`config.mk`:
```
export PLATFORM = sky130hd
export DESIGN_NAME = id_hazard_scoreboard
export DESIGN_NICKNAME = d
export VERILOG_FILES = /design/src/rtl/id_pkg.sv /design/src/rtl/popcount_reg.sv /design/src/rtl/id_hazard_scoreboard.sv
export SDC_FILE = /design/constraint.sdc
export NUM_CORES = 1
export LEC_CHECK = 0
export BUFFER_PORTS_ARGS = -buffer_cell sky130_fd_sc_hd__buf_2
export CAP_MARGIN = 10
export CORE_UTILIZATION = 35
export CTS_BUF_LIST = sky130_fd_sc_hd__clkbuf_4 sky130_fd_sc_hd__clkbuf_8 sky130_fd_sc_hd__clkbuf_16
export DETAILED_ROUTE_END_ITERATION = 10
export PLACE_DENSITY = 0.61
export SYNTH_ARGS = -nofsm -noshare
export SYNTH_HDL_FRONTEND = slang
export SYNTH_SLANG_ARGS = --single-unit
export TNS_END_PERCENT = 50
```
`constraint.sdc`:
```
create_clock -name clk -period 5.59 [get_ports clk]
set_input_delay 0.559 -clock clk [delete_from_list [all_inputs] [get_ports clk]]
set_output_delay 0.559 -clock clk [all_outputs]
set_load 0.02 [all_outputs]
```
`src/rtl/id_pkg.sv`:
```
// Shared decode-stage definitions: register address width, register count, zero register.
// Latency: n/a (types and constants only).
// Backpressure: n/a.
package id_pkg;

    localparam int REG_ADDR_W    = 5;
    localparam int NUM_ARCH_REGS = 32;

    typedef logic [REG_ADDR_W-1:0] reg_addr_t;

    localparam reg_addr_t ZERO_REG = '0;

endpackage : id_pkg

```
`src/rtl/popcount_reg.sv`:
```
// Registered population count of a bit vector.
// Latency: one cycle from vec to cnt.
// Backpressure: none; the count is recomputed every cycle.
//
// Ports:
//   clk, reset : clock and synchronous active-high reset (cnt -> 0)
//   vec        : vector to count
//   cnt        : number of set bits in vec, registered
module popcount_reg #(
    parameter int WIDTH = 32,
    parameter int CNT_W = 6
) (
    input  logic             clk,
    input  logic             reset,
    input  logic [WIDTH-1:0] vec,
    output logic [CNT_W-1:0] cnt
);

    logic [CNT_W-1:0] sum;

    always_comb begin
        sum = '0;
        for (int i = 0; i < WIDTH; i++) begin
            sum = sum + CNT_W'(vec[i]);
        end
    end

    always_ff @(posedge clk) begin
        if (reset) begin
            cnt <= '0;
        end else begin
            cnt <= sum;
        end
    end

endmodule : popcount_reg

```
`src/rtl/id_hazard_scoreboard.sv`:
```
// Decode-stage scoreboard: tracks in-flight register writes and stalls ID on RAW/WAW hazards.
// Latency: stall/issue are combinational from registered state; pending updates at the next edge.
// Backpressure: stall holds ID until writeback retires the hazard register or a flush clears all.
//
// Ports:
//   clk, reset                      : clock, synchronous active-high reset
//   idValid, useRs, useRt, rs, rt   : decoded instruction and its source operands
//   regWrite, writeAddress          : destination of the decoded instruction
//   wbValid, wbAddress              : writeback retiring a register
//   flush                           : drop every in-flight write
//   stall, issue                    : ID hold / instruction leaves ID
//   pendingCount                    : registered count of pending registers
//   stallCycles                     : saturating stalled-cycle counter
//   wbError, deadlock               : sticky error flags
//
// Build option HZ_WB_BYPASS_EN: a same-cycle writeback masks the hazard on its register
// (register file writes before it reads), removing the one-cycle bubble after writeback.
module id_hazard_scoreboard
    import id_pkg::*;
#(
    parameter int NUM_REGS    = NUM_ARCH_REGS,
    parameter int ADDR_W      = REG_ADDR_W,
    parameter int STALL_CNT_W = 16,
    parameter int STALL_LIMIT = 64
) (
    input  logic                   clk,
    input  logic                   reset,
    input  logic                   idValid,
    input  logic                   useRs,
    input  logic                   useRt,
    input  logic [ADDR_W-1:0]      rs,
    input  logic [ADDR_W-1:0]      rt,
    input  logic                   regWrite,
    input  logic [ADDR_W-1:0]      writeAddress,
    input  logic                   wbValid,
    input  logic [ADDR_W-1:0]      wbAddress,
    input  logic                   flush,
    output logic                   stall,
    output logic                   issue,
    output logic [ADDR_W:0]        pendingCount,
    output logic [STALL_CNT_W-1:0] stallCycles,
    output logic                   wbError,
    output logic                   deadlock
);

    localparam int RUN_W = $clog2(STALL_LIMIT + 1);
    localparam logic [ADDR_W-1:0] ZERO_ADDR = ADDR_W'(ZERO_REG);

    logic [NUM_REGS-1:0] pending;
    logic [NUM_REGS-1:0] pending_nxt;
    logic [NUM_REGS-1:0] hz_pending;   // pending as seen by the hazard check
    logic [NUM_REGS-1:0] set_vec;
    logic [NUM_REGS-1:0] clr_vec;
    logic [RUN_W-1:0]    run_cnt;

    logic wb_live;
    logic raw_rs;
    logic raw_rt;
    logic waw;
    logic set_en;

    assign wb_live = wbValid && (wbAddress != ZERO_ADDR);
    assign clr_vec = wb_live ? (NUM_REGS'(1) << wbAddress) : '0;

`ifdef HZ_WB_BYPASS_EN
    // Retiring register is already visible in the register file this cycle.
    assign hz_pending = pending & ~clr_vec;
`else
    assign hz_pending = pending;
`endif

    assign raw_rs = useRs && (rs != ZERO_ADDR) && hz_pending[rs];
    assign raw_rt = useRt && (rt != ZERO_ADDR) && hz_pending[rt];
    assign waw    = regWrite && (writeAddress != ZERO_ADDR) && hz_pending[writeAddress];

    assign stall  = idValid && (raw_rs || raw_rt || waw) && !flush;
    assign issue  = idValid && !stall && !flush;

    assign set_en  = issue && regWrite && (writeAddress != ZERO_ADDR);
    assign set_vec = set_en ? (NUM_REGS'(1) << writeAddress) : '0;

    always_comb begin
        pending_nxt = pending;
        if (flush) begin
            pending_nxt = '0;
        end else begin
            // Clear first so a same-register set in the same cycle wins.
            pending_nxt = (pending & ~clr_vec) | set_vec;
        end
        pending_nxt[0] = 1'b0;
    end

    always_ff @(posedge clk) begin
        if (reset) begin
            pending     <= '0;
            stallCycles <= '0;
            run_cnt     <= '0;
            wbError     <= 1'b0;
            deadlock    <= 1'b0;
        end else begin
            pending <= pending_nxt;

            if (!flush && wb_live && !pending[wbAddress]) begin
                wbError <= 1'b1;
            end

            if (stall && (stallCycles != '1)) begin
                stallCycles <= stallCycles + 1'b1;
            end

            if (stall) begin
                if (run_cnt != RUN_W'(STALL_LIMIT)) begin
                    run_cnt <= run_cnt + 1'b1;
                end
                // This edge completes the STALL_LIMIT-th consecutive stalled cycle.
                if (run_cnt == RUN_W'(STALL_LIMIT - 1)) begin
                    deadlock <= 1'b1;
                end
            end else begin
                run_cnt <= '0;
            end
        end
    end

    popcount_reg #(
        .WIDTH (NUM_REGS),
        .CNT_W (ADDR_W + 1)
    ) u_pending_cnt (
        .clk   (clk),
        .reset (reset),
        .vec   (pending),
        .cnt   (pendingCount)
    );

endmodule : id_hazard_scoreboard

```
==> results of run 1 <==
[sequential cells by signal (all words and copies together), names as in the netlist]
name               cells
wbError                1
stallCycles           16
run_cnt                7
hz_pending            31
u_pending_cnt.cnt      6
deadlock               1
[cell usage after synthesis (9+ instances only)]
cell,n
inv_1,51
nand4_1,9
mux4_2,23
ha_1,10
nor2_1,24
a21oi_1,18
mux2i_1,18
clkbuf_1,17
or4_1,10
o211ai_1,20
o21ai_0,24
fa_1,23
buf_2,11
nand3_1,19
nor2b_1,14
nand2_1,30
dfxtp_1,62
[cell type report]
| cell class | count | area [µm²] | share of cell area [%] |
|---|---|---|---|
| clock inverter | 6 | 68.8 | 1.29 |
| timing repair buffer | 55 | 280 | 5.27 |
| multi-input combinational | 359 | 3090 | 58.1 |
| sequential | 62 | 1240 | 23.3 |
| inverter | 51 | 191 | 3.60 |
| tap | 172 | 215 | 4.05 |
| clock buffer | 10 | 233 | 4.38 |
[cells by family (layout without fill, tap and decap cells)]
group / Yosys count / count (layout) / share of synthesized area (%)
simple gates: 157 / 157 / 18.4
fa+ha+maj: 33 / 33 / 12.5
mux: 50 / 50 / 17.1
buf+inv: 85 / 122 / 7.66
xor+xnor: 9 / 9 / 1.68
flops: 62 / 62 / 26.5
compound gates: 110 / 110 / 16.2
[final timing paths]
check	from	end	slack [ps]	cells past startpoint
worst max-delay path	hz_pending[24]	u_pending_cnt.cnt[4]	700	16
worst min-delay path	deadlock	deadlock	460	2
worst max register to register	hz_pending[24]	u_pending_cnt.cnt[4]	700	16
worst min register to register	deadlock	deadlock	460	2
[through the flow]
stage               total power, mW  util [%]  std cells  hold slack (ps)
floorplan                     0.539         -        506              453
global placement              0.569      39.1        699              437
detailed placement            0.570      39.1        699              438
CTS                            1.14      41.5        715              465
global route                   1.17      41.5        715              501
finish                         1.13      41.5        715              456
[worst register-to-register path, stage by stage, from the launching register on]
cell	delay, ps
dfxtp_1	410
inv_1	90
fa_1	520
fa_1	500
inv_1	50
fa_1	480
inv_1	60
fa_1	470
fa_1	480
fa_1	530
fa_1	170
inv_1	50
fa_1	390
a21o_1	170
a21oi_1	160
xor2_1	150
nor2_1	60
[power by group]
part | leakage [nW] | internal (mW) | switching [mW]
registers | 0.500 | 0.444 | 0.00145
clock network | 0.147 | 0.353 | 0.217
logic | 1.39 | 0.0370 | 0.0814
[metal layers]
| layer | global-route usage (%) | part of all wire (%) |
|---|---|---|
| met1 | 27.5 | 43 |
| met2 | 29.9 | 44 |
| met3 | 5.28 | 11 |
| met4 | 4.97 | 1.7 |
| met5 | 0 | 0 |
==> flow_metrics.tcl, run 1 <==
set metrics [dict create \
    status "completed" \
    yosysTopAreaCell "dfxtp_1" \
    rows 41 \
    numCtsBuffers 9 \
    max_cap_violations 0 \
    syn2layout_area_growth_pct 13.4 \
    power-per-cell-area_mw_per_mm2 213 \
    grt_pass1_wl_mm 21.7 \
    ys_top_cells_by_area "dfxtp_1 26%, mux4_2 11%, fa_1 9.8%" \
    leakagePower_nw 2.03 \
    drt_wl_total_mm 13.2 \
    dp_slack_ps 724 \
    hpwl_mm 9.78 \
    wl_per_cell_um 18.5 \
    clkTransAtPathRegs_ps 60 \
    antenna_found_initial 0 \
    required_ps 5780 \
    path_buf_inv 4 \
    yosysTopAreaCellShare_pct 26.5 \
    cts_setup_buffers 0 \
    rsz0062_at_grt "false" \
    syn_inst 506 \
    setup-tns-final_ps 0 \
    overflow 0 \
    worstPathArrival_ps 5080 \
    clock_latency_ps 330 \
    place_congestion 0.885 \
    htreeDepth 3 \
    cp_cell_sequence "inv_1, fa_1, fa_1, inv_1, fa_1, inv_1, fa_1, fa_1, fa_1, fa_1, inv_1, fa_1, a21o_1, a21oi_1, xor2_1, nor2_1" \
    via_per_inst 5.93 \
    fin_area_mm2 0.00532 \
    antenna_left 0 \
    post-route-period-util_pct 87.4 \
    cp_top_family "adder cells" \
    synth_nets 567 \
    die_height_um 118 \
    remaining_drc_errors 0 \
    fin_nets 599 \
    synth.avg_cell_area_um2 9.27 \
    io_buffers 53 \
    tritoncts "built" \
    crit_path_start_kind "flop" \
    cts.sinks 62 \
    die_w_um 118 \
    drive_above_1_share_pct 19.7 \
    ctsRootBufferMaster "clkbuf_16" \
    ys_ff_latch 62 \
    endpoint_kind "flop" \
    coreArea_mm2 0.0128 \
    final_common_cell "dfxtp_1" \
    clock_path_buffers 2 \
    num_vias 4238 \
    slowest_stage "fa_1" \
    clock_skew_ps 8.25 \
    cts-resized-gates 0 \
    drtIter0Drc 436 \
    setup_violations 0 \
    min_period_ps 4890 \
    ctsHoldBuffers 0 \
    grt_pass1_vias 4057 \
    ys.flop_type "dfxtp_1" \
    layout_common_cells "62 x dfxtp_1, 53 x buf_2, 51 x inv_1" \
    seq_area_frac_synth_pct 26.5 \
    peakVddDrop_mv 0.155 \
    ys_async_sr_fraction_pct 0 \
    worst_pin_slew_ps 771 \
    max_slew_margin_pct 48.1 \
    syn_area_mm2 0.00469 \
    num_antenna_cells 0 \
    yosys_warnings 0 \
    finalMaxSlewViolations 0 \
    ys_types 58 \
    dpl_cell_area_mm2 0.00502 \
    timing.fmax_ghz 0.205 \
    hold_viol 0 \
    setup_ws_ps 704 \
    grtUsageTotal_pct 19.7 \
    crit_fanout 6 \
    synth_edf_count 0 \
    crit_top_cell "fa_1" \
    pin_count 54 \
    fill_cells 1314 \
    first_pass_iters 5 \
    grt_max_degree 42 \
    initial_utilization_pct 36.6 \
    min_path_type "reg2reg" \
    die_area_mm2 0.0139 \
    crit_type "reg2reg" \
    slowest_delay_ps 530 \
]
No activity file was read; power rests on OpenSTA's default activity.
==> run 2: changes to the inputs <==
--- a/config.mk
+++ b/config.mk
@@ -13,5 +13,6 @@
 export PLACE_DENSITY = 0.61
 export SYNTH_ARGS = -nofsm -noshare
 export SYNTH_HDL_FRONTEND = slang
+export SYNTH_HIERARCHICAL = 1
 export SYNTH_SLANG_ARGS = --single-unit
 export TNS_END_PERCENT = 50
==> flow_metrics.tcl, run 2 <==
set metrics [dict create \
    status "completed" \
    syn_area_mm2 0.00462 \
    die_w_um 117 \
    syn_inst 494 \
    hold_path_startpoint "deadlock" \
    grt_pass1_vias 3769 \
    p_comb_share_pct 8.9 \
    r2r-start "hz_pending[11]" \
    hold_path_depth 2 \
    muxShareOfSynthArea_pct 19.7 \
    pin_count 54 \
    timing.fmax_ghz 0.212 \
    final_common_cell "dfxtp_1" \
    yosys_warnings 6 \
    leakagePower_nw 2.12 \
    rows 41 \
    crit_type "reg2reg" \
    setup_violations 0 \
    via_per_inst 5.52 \
    layout_common_cells "62 x dfxtp_1, 53 x buf_2, 44 x nand3_1" \
    place_congestion 0.863 \
    cts-resized-gates 0 \
    post-route-period-util_pct 84.5 \
    ys_async_sr_fraction_pct 0 \
    clock_path_buffers 2 \
    fill_cells 1286 \
    finalMaxSlewViolations 0 \
    fin_nets 591 \
    coreArea_mm2 0.0128 \
    clkTransAtPathRegs_ps 50 \
    startpoint "hz_pending[11]" \
    crit_path_start_kind "flop" \
    die_area_mm2 0.0137 \
    cts_setup_buffers 0 \
    die_height_um 117 \
    cts.sinks 62 \
    dpl_cell_area_mm2 0.00496 \
    ys_types 61 \
    rrSetupSlack_ps 870 \
    antenna_left 0 \
    hold_path_end "deadlock" \
    max_cap_violations 0 \
    clock_latency_ps 330 \
    synthSimpleGateAreaFrac_pct 20.9 \
    ctsHoldBuffers 0 \
    synthTopCellsByCount "62 x dfxtp_1, 44 x nand3_1, 41 x nand2_1" \
    pwr-share-clk_pct 51.7 \
    synth_xor_area_share_pct 1.89 \
    remaining_drc_errors 0 \
    yosysMostFrequentCell "dfxtp_1" \
    worstPathArrival_ps 4990 \
    required_ps 5850 \
    ctsRootBufferMaster "clkbuf_16" \
    synth.avg_cell_area_um2 9.36 \
    ys_ff_latch 62 \
    synth_nets 556 \
    yosysTopAreaCellShare_pct 26.8 \
    min_period_ps 4720 \
    hold_viol 0 \
    setup-tns-final_ps 0 \
    p_int_uw 871 \
    tritoncts "built" \
    num_antenna_cells 0 \
    crit_fanout 6 \
    syn2layout_area_growth_pct 14.3 \
    htreeDepth 3 \
    first_pass_iters 5 \
    grtUsageTotal_pct 19.4 \
    min_path_type "reg2reg" \
    initial_utilization_pct 36.2 \
    antenna_found_initial 0 \
    grt_pass1_wl_mm 19.7 \
    seq_area_frac_synth_pct 26.8 \
    synthAdderAreaFrac_pct 13.1 \
    timing.rr.end "u_pending_cnt/cnt[4]" \
    fin_area_mm2 0.00528 \
    clock_skew_ps 5.94 \
    synth_top_family_by_area "simple AND/OR/NAND/NOR gates" \
    drive_above_1_share_pct 22.1 \
    overflow 0 \
    power_frac_seq_pct 39.4 \
    yosysTopAreaCell "dfxtp_1" \
    rsz0062_at_grt "false" \
    largest_reg_flops 31 \
    hpwl_mm 9.96 \
    ys_top_cells_by_area "dfxtp_1 27%, mux4_2 13%, fa_1 10%" \
    endpoint_kind "flop" \
    num_vias 3899 \
    max_slew_margin_pct 37.2 \
    io_buffers 53 \
    p_switching_uw 263 \
    power-per-cell-area_mw_per_mm2 215 \
    numCtsBuffers 9 \
    drt_wl_total_mm 12.7 \
    ys.flop_type "dfxtp_1" \
    worst_pin_slew_ps 941 \
    synth_edf_count 0 \
    swShare_pct 23.2 \
    synth_compound_area_share_pct 10.9 \
    peakVddDrop_mv 0.135 \
    grt_max_degree 37 \
    r2r_cells 16 \
    drtIter0Drc 396 \
    wl_per_cell_um 18.0 \
]
## run 2: changes by cell type after synthesis, sizes merged, moves of 9 or more
cell    previous run  this run
inv               51        39
nand2             30        41
nand3             19        45
nor2              24        40
o211ai            20         1
or4               10         1
## run 2: area by class of cell
| class | count | area [µm²] | area share [%] |
|---|---|---|---|
| Clock buffer | 13 | 280 | 5.31 |
| Tap cell | 172 | 215 | 4.07 |
| Multi-Input combinational cell | 362 | 3080 | 58.3 |
| Sequential cell | 62 | 1240 | 23.5 |
| Timing Repair Buffer | 55 | 280 | 5.31 |
| Clock inverter | 3 | 40.0 | 0.758 |
| Inverter | 39 | 146 | 2.77 |
## run 2: logic make-up (layout without fill, tap and decap cells)
family,after synthesis,count (layout)
AOI/OAI and AO/OA,72,72
xor gates and xnor gates,10,10
adders and majority gates,34,34
buffers and inverters,70,110
DFF,62,62
muxes,54,54
other,1,1
and+or+nand+nor,191,191
## run 2: how the worst max path moves through the flow
stage | end | slack (ps)
finish | u_pending_cnt/cnt[4] | 870
global route | u_pending_cnt/cnt[4] | 670
CTS | u_pending_cnt/cnt[4] | 860
detailed placement | u_pending_cnt/cnt[4] | 870
global placement | u_pending_cnt/cnt[4] | 920
floorplan | u_pending_cnt/cnt[4] | 1040
## run 2: worst max-delay path: stages, from the launching register on
cell	delay, ps
dfxtp_1	400
inv_1	90
fa_1	530
inv_1	50
fa_1	450
fa_1	530
fa_1	420
fa_1	490
inv_1	50
fa_1	430
inv_1	70
ha_1	160
inv_1	60
fa_1	450
nand2b_1	160
a21oi_1	150
mux2i_1	180
## run 2: stage by stage
stage / instances / util [%] / total power [mW] / setup WS [ps] / hold WS, ps
3_5_place_dp: 690 / 38.8 / 0.555 / 869 / 475
5_1_grt: 706 / 41.4 / 1.17 / 670 / 547
2_1_floorplan: 494 / - / 0.526 / 1040 / 479
3_3_place_gp: 690 / 38.8 / 0.554 / 925 / 447
4_1_cts: 706 / 41.4 / 1.14 / 861 / 490
6_report: 706 / 41.4 / 1.13 / 866 / 475
## run 2: metal layers
metal / vias to the layer above / global-route usage [%] / part of all wire (%)
met4: 0 / 10.7 / 3.5
met1: 1881 / 24.9 / 43
met3: 28 / 4.12 / 8.1
met5: - / 0 / 0
li1: 1820 / - / -
met2: 170 / 30.5 / 45
## run 2: power by group through the flow
| stage | sequential, mW | combinational (mW) | clock [mW] |
|---|---|---|---|
| 2_1_floorplan | 0.457 | 0.0690 | 0 |
| 3_3_place_gp | 0.455 | 0.0987 | 0 |
| 3_5_place_dp | 0.455 | 0.0999 | 0 |
| 4_1_cts | 0.446 | 0.100 | 0.597 |
| 5_1_grt | 0.446 | 0.109 | 0.616 |
| 6_report | 0.446 | 0.101 | 0.586 |
==> run 3: changes to the inputs <==
--- a/config.mk
+++ b/config.mk
@@ -10,7 +10,7 @@
 export CORE_UTILIZATION = 35
 export CTS_BUF_LIST = sky130_fd_sc_hd__clkbuf_4 sky130_fd_sc_hd__clkbuf_8 sky130_fd_sc_hd__clkbuf_16
 export DETAILED_ROUTE_END_ITERATION = 10
-export PLACE_DENSITY = 0.61
+export PLACE_DENSITY = 0.63
 export SYNTH_ARGS = -nofsm -noshare
 export SYNTH_HDL_FRONTEND = slang
 export SYNTH_HIERARCHICAL = 1
==> constraint.sdc (replaced) <==
create_clock -name clk -period 4 [get_ports clk]
set_input_delay 0.4 -clock clk [delete_from_list [all_inputs] [get_ports clk]]
set_output_delay 0.4 -clock clk [all_outputs]
set_load 0.02 [all_outputs]
==> flow_metrics.tcl, run 3 (same netlist as run 2, synthesis figures left out) <==
set metrics [dict create \
    status "complete, but fails checks" \
    violations "setup timing" \
    grt_pass1_wl_mm 20.6 \
    remaining_drc_errors 0 \
    overflow 0 \
    crit_fanout 2 \
    seq_area_mm2 0.00125 \
    setup_ws_ps -455 \
    clock_path_buffers 2 \
    die_height_um 117 \
    drive_above_1_share_pct 28.7 \
    fill_cells 1238 \
    pin_count 54 \
    endpoint_kind "flop" \
    setup_violations 5 \
    clkTransAtPathRegs_ps 50 \
    met2_usage_pct 33.5 \
    dp_slack_ps -519 \
    grt_pass1_vias 3933 \
    finalMaxSlewViolations 0 \
    initial_utilization_pct 36.2 \
    cts.sinks 62 \
    crit_path_start_kind "flop" \
    crit_type "reg2reg" \
    hold_viol 0 \
    num_vias 4068 \
    die_area_mm2 0.0137 \
    post-route-period-util_pct 111 \
    busiest_layer "met2" \
    required_ps 4250 \
    finish.utilization_pct 43.1 \
    worst_pin_slew_ps 807 \
    ctsRootBufferMaster "clkbuf_16" \
    dpl_cell_area_mm2 0.00518 \
    max_cap_violations 0 \
    largest_reg_flops 31 \
    grtUsageTotal_pct 20.5 \
    numCtsBuffers 9 \
    setup-tns-final_ps -1270 \
    globalRouteMet1Util_pct 24.5 \
    clock_latency_ps 340 \
    syn2layout_area_growth_pct 19.0 \
    num_antenna_cells 0 \
    via_per_inst 5.57 \
    rsz0062_at_grt "true" \
    clock_skew_ps 10.6 \
    multi_input_area_mm2 0.00315 \
    fin_area_mm2 0.00550 \
    tritoncts "built" \
    power-per-cell-area_mw_per_mm2 266 \
    layout_common_cells "58 x dfxtp_1, 53 x buf_2, 43 x nand3_1" \
    final_common_cell "dfxtp_1" \
    min_period_ps 4460 \
    antenna_left 0 \
    leakagePower_nw 2.24 \
    peakVddDrop_mv 0.189 \
    coreArea_mm2 0.0128 \
    worstPathArrival_ps 4710 \
    max_slew_margin_pct 46.1 \
    power_mw 1.46 \
    antenna_found_initial 1 \
    drt_wl_total_mm 13.2 \
    first_pass_iters 5 \
    rows 41 \
    timing.fmax_ghz 0.224 \
    drtIter0Drc 410 \
    grt_use_met3_pct 5.30 \
    die_w_um 117 \
    min_path_type "in2reg" \
    wl_per_cell_um 18.0 \
    fin_nets 617 \
    grt_max_degree 37 \
    htreeDepth 3 \
    io_buffers 53 \
    hpwl_mm 10.1 \
    place_congestion 0.999 \
]
==> run 3: cell count changes in the layout (fill, tap and decap cells not counted), sizes merged <==
cell,before,now
bufinv,1,0
buf,55,81
clkbuf,13,12
==> run 3: critical path, stage by stage, from the launching register on <==
cell	delay [ps]
dfxtp_2	330
inv_2	40
fa_1	540
inv_1	50
fa_1	450
fa_1	520
fa_1	430
fa_1	490
inv_1	50
fa_1	440
inv_2	80
ha_4	130
inv_2	40
fa_2	330
nand2b_4	150
a21oi_2	140
mux2i_1	190
==> run 3: final timing paths <==
path | from | endpoint | slack [ps] | cells after the start
worst max-delay path | hz_pending[11] | u_pending_cnt/cnt[4] | -460 | 16
worst min-delay path | wbValid | wbError | 400 | 3
worst max register to register | hz_pending[11] | u_pending_cnt/cnt[4] | -460 | 16
worst min register to register | deadlock | deadlock | 470 | 2
==> run 3: layout make-up <==
class / instances / share of cell area (%)
clock buffer: 12 / 4.62
sequential: 62 / 22.7
inverter: 39 / 2.66
timing repair buffer: 81 / 8.71
multi-input combinational: 362 / 57.3
tap: 172 / 3.91
clock inverter: 2 / 0.182
==> run 3: metal layers <==
| layer | wire length (µm) | up-vias | part of all wire [%] |
|---|---|---|---|
| met2 | 6150 | 206 | 47 |
| li1 | - | 1872 | - |
| met4 | 563 | 2 | 4.3 |
| met1 | 5200 | 1939 | 39 |
| met3 | 1250 | 49 | 9.5 |
| met5 | 14 | - | 0.11 |
==> run 3: power by group <==
part / leakage, nW / switching [mW] / internal, mW / total (mW)
clock: 0.135 / 0.260 / 0.440 / 0.700
combinational: 1.61 / 0.0901 / 0.0493 / 0.139
sequential: 0.502 / 0.00240 / 0.621 / 0.624
total: 2.24 / 0.353 / 1.11 / 1.46
==> run 3: per-stage QoR <==
stage / hold WS, ps / instances
detailed placement: 466 / 716
finish: 403 / 730
floorplan: 463 / 494
global route: 448 / 730
global placement: 448 / 716
CTS: 391 / 731
==> run 3: timing repair <==
action | 4_1_cts | 5_1_grt
hold buffers | 0 | 0
pin swaps | 4 | 6
buffers inserted | 1 | 0
resized for setup | 3 | 13
setup endpoints to repair | 5 | 6
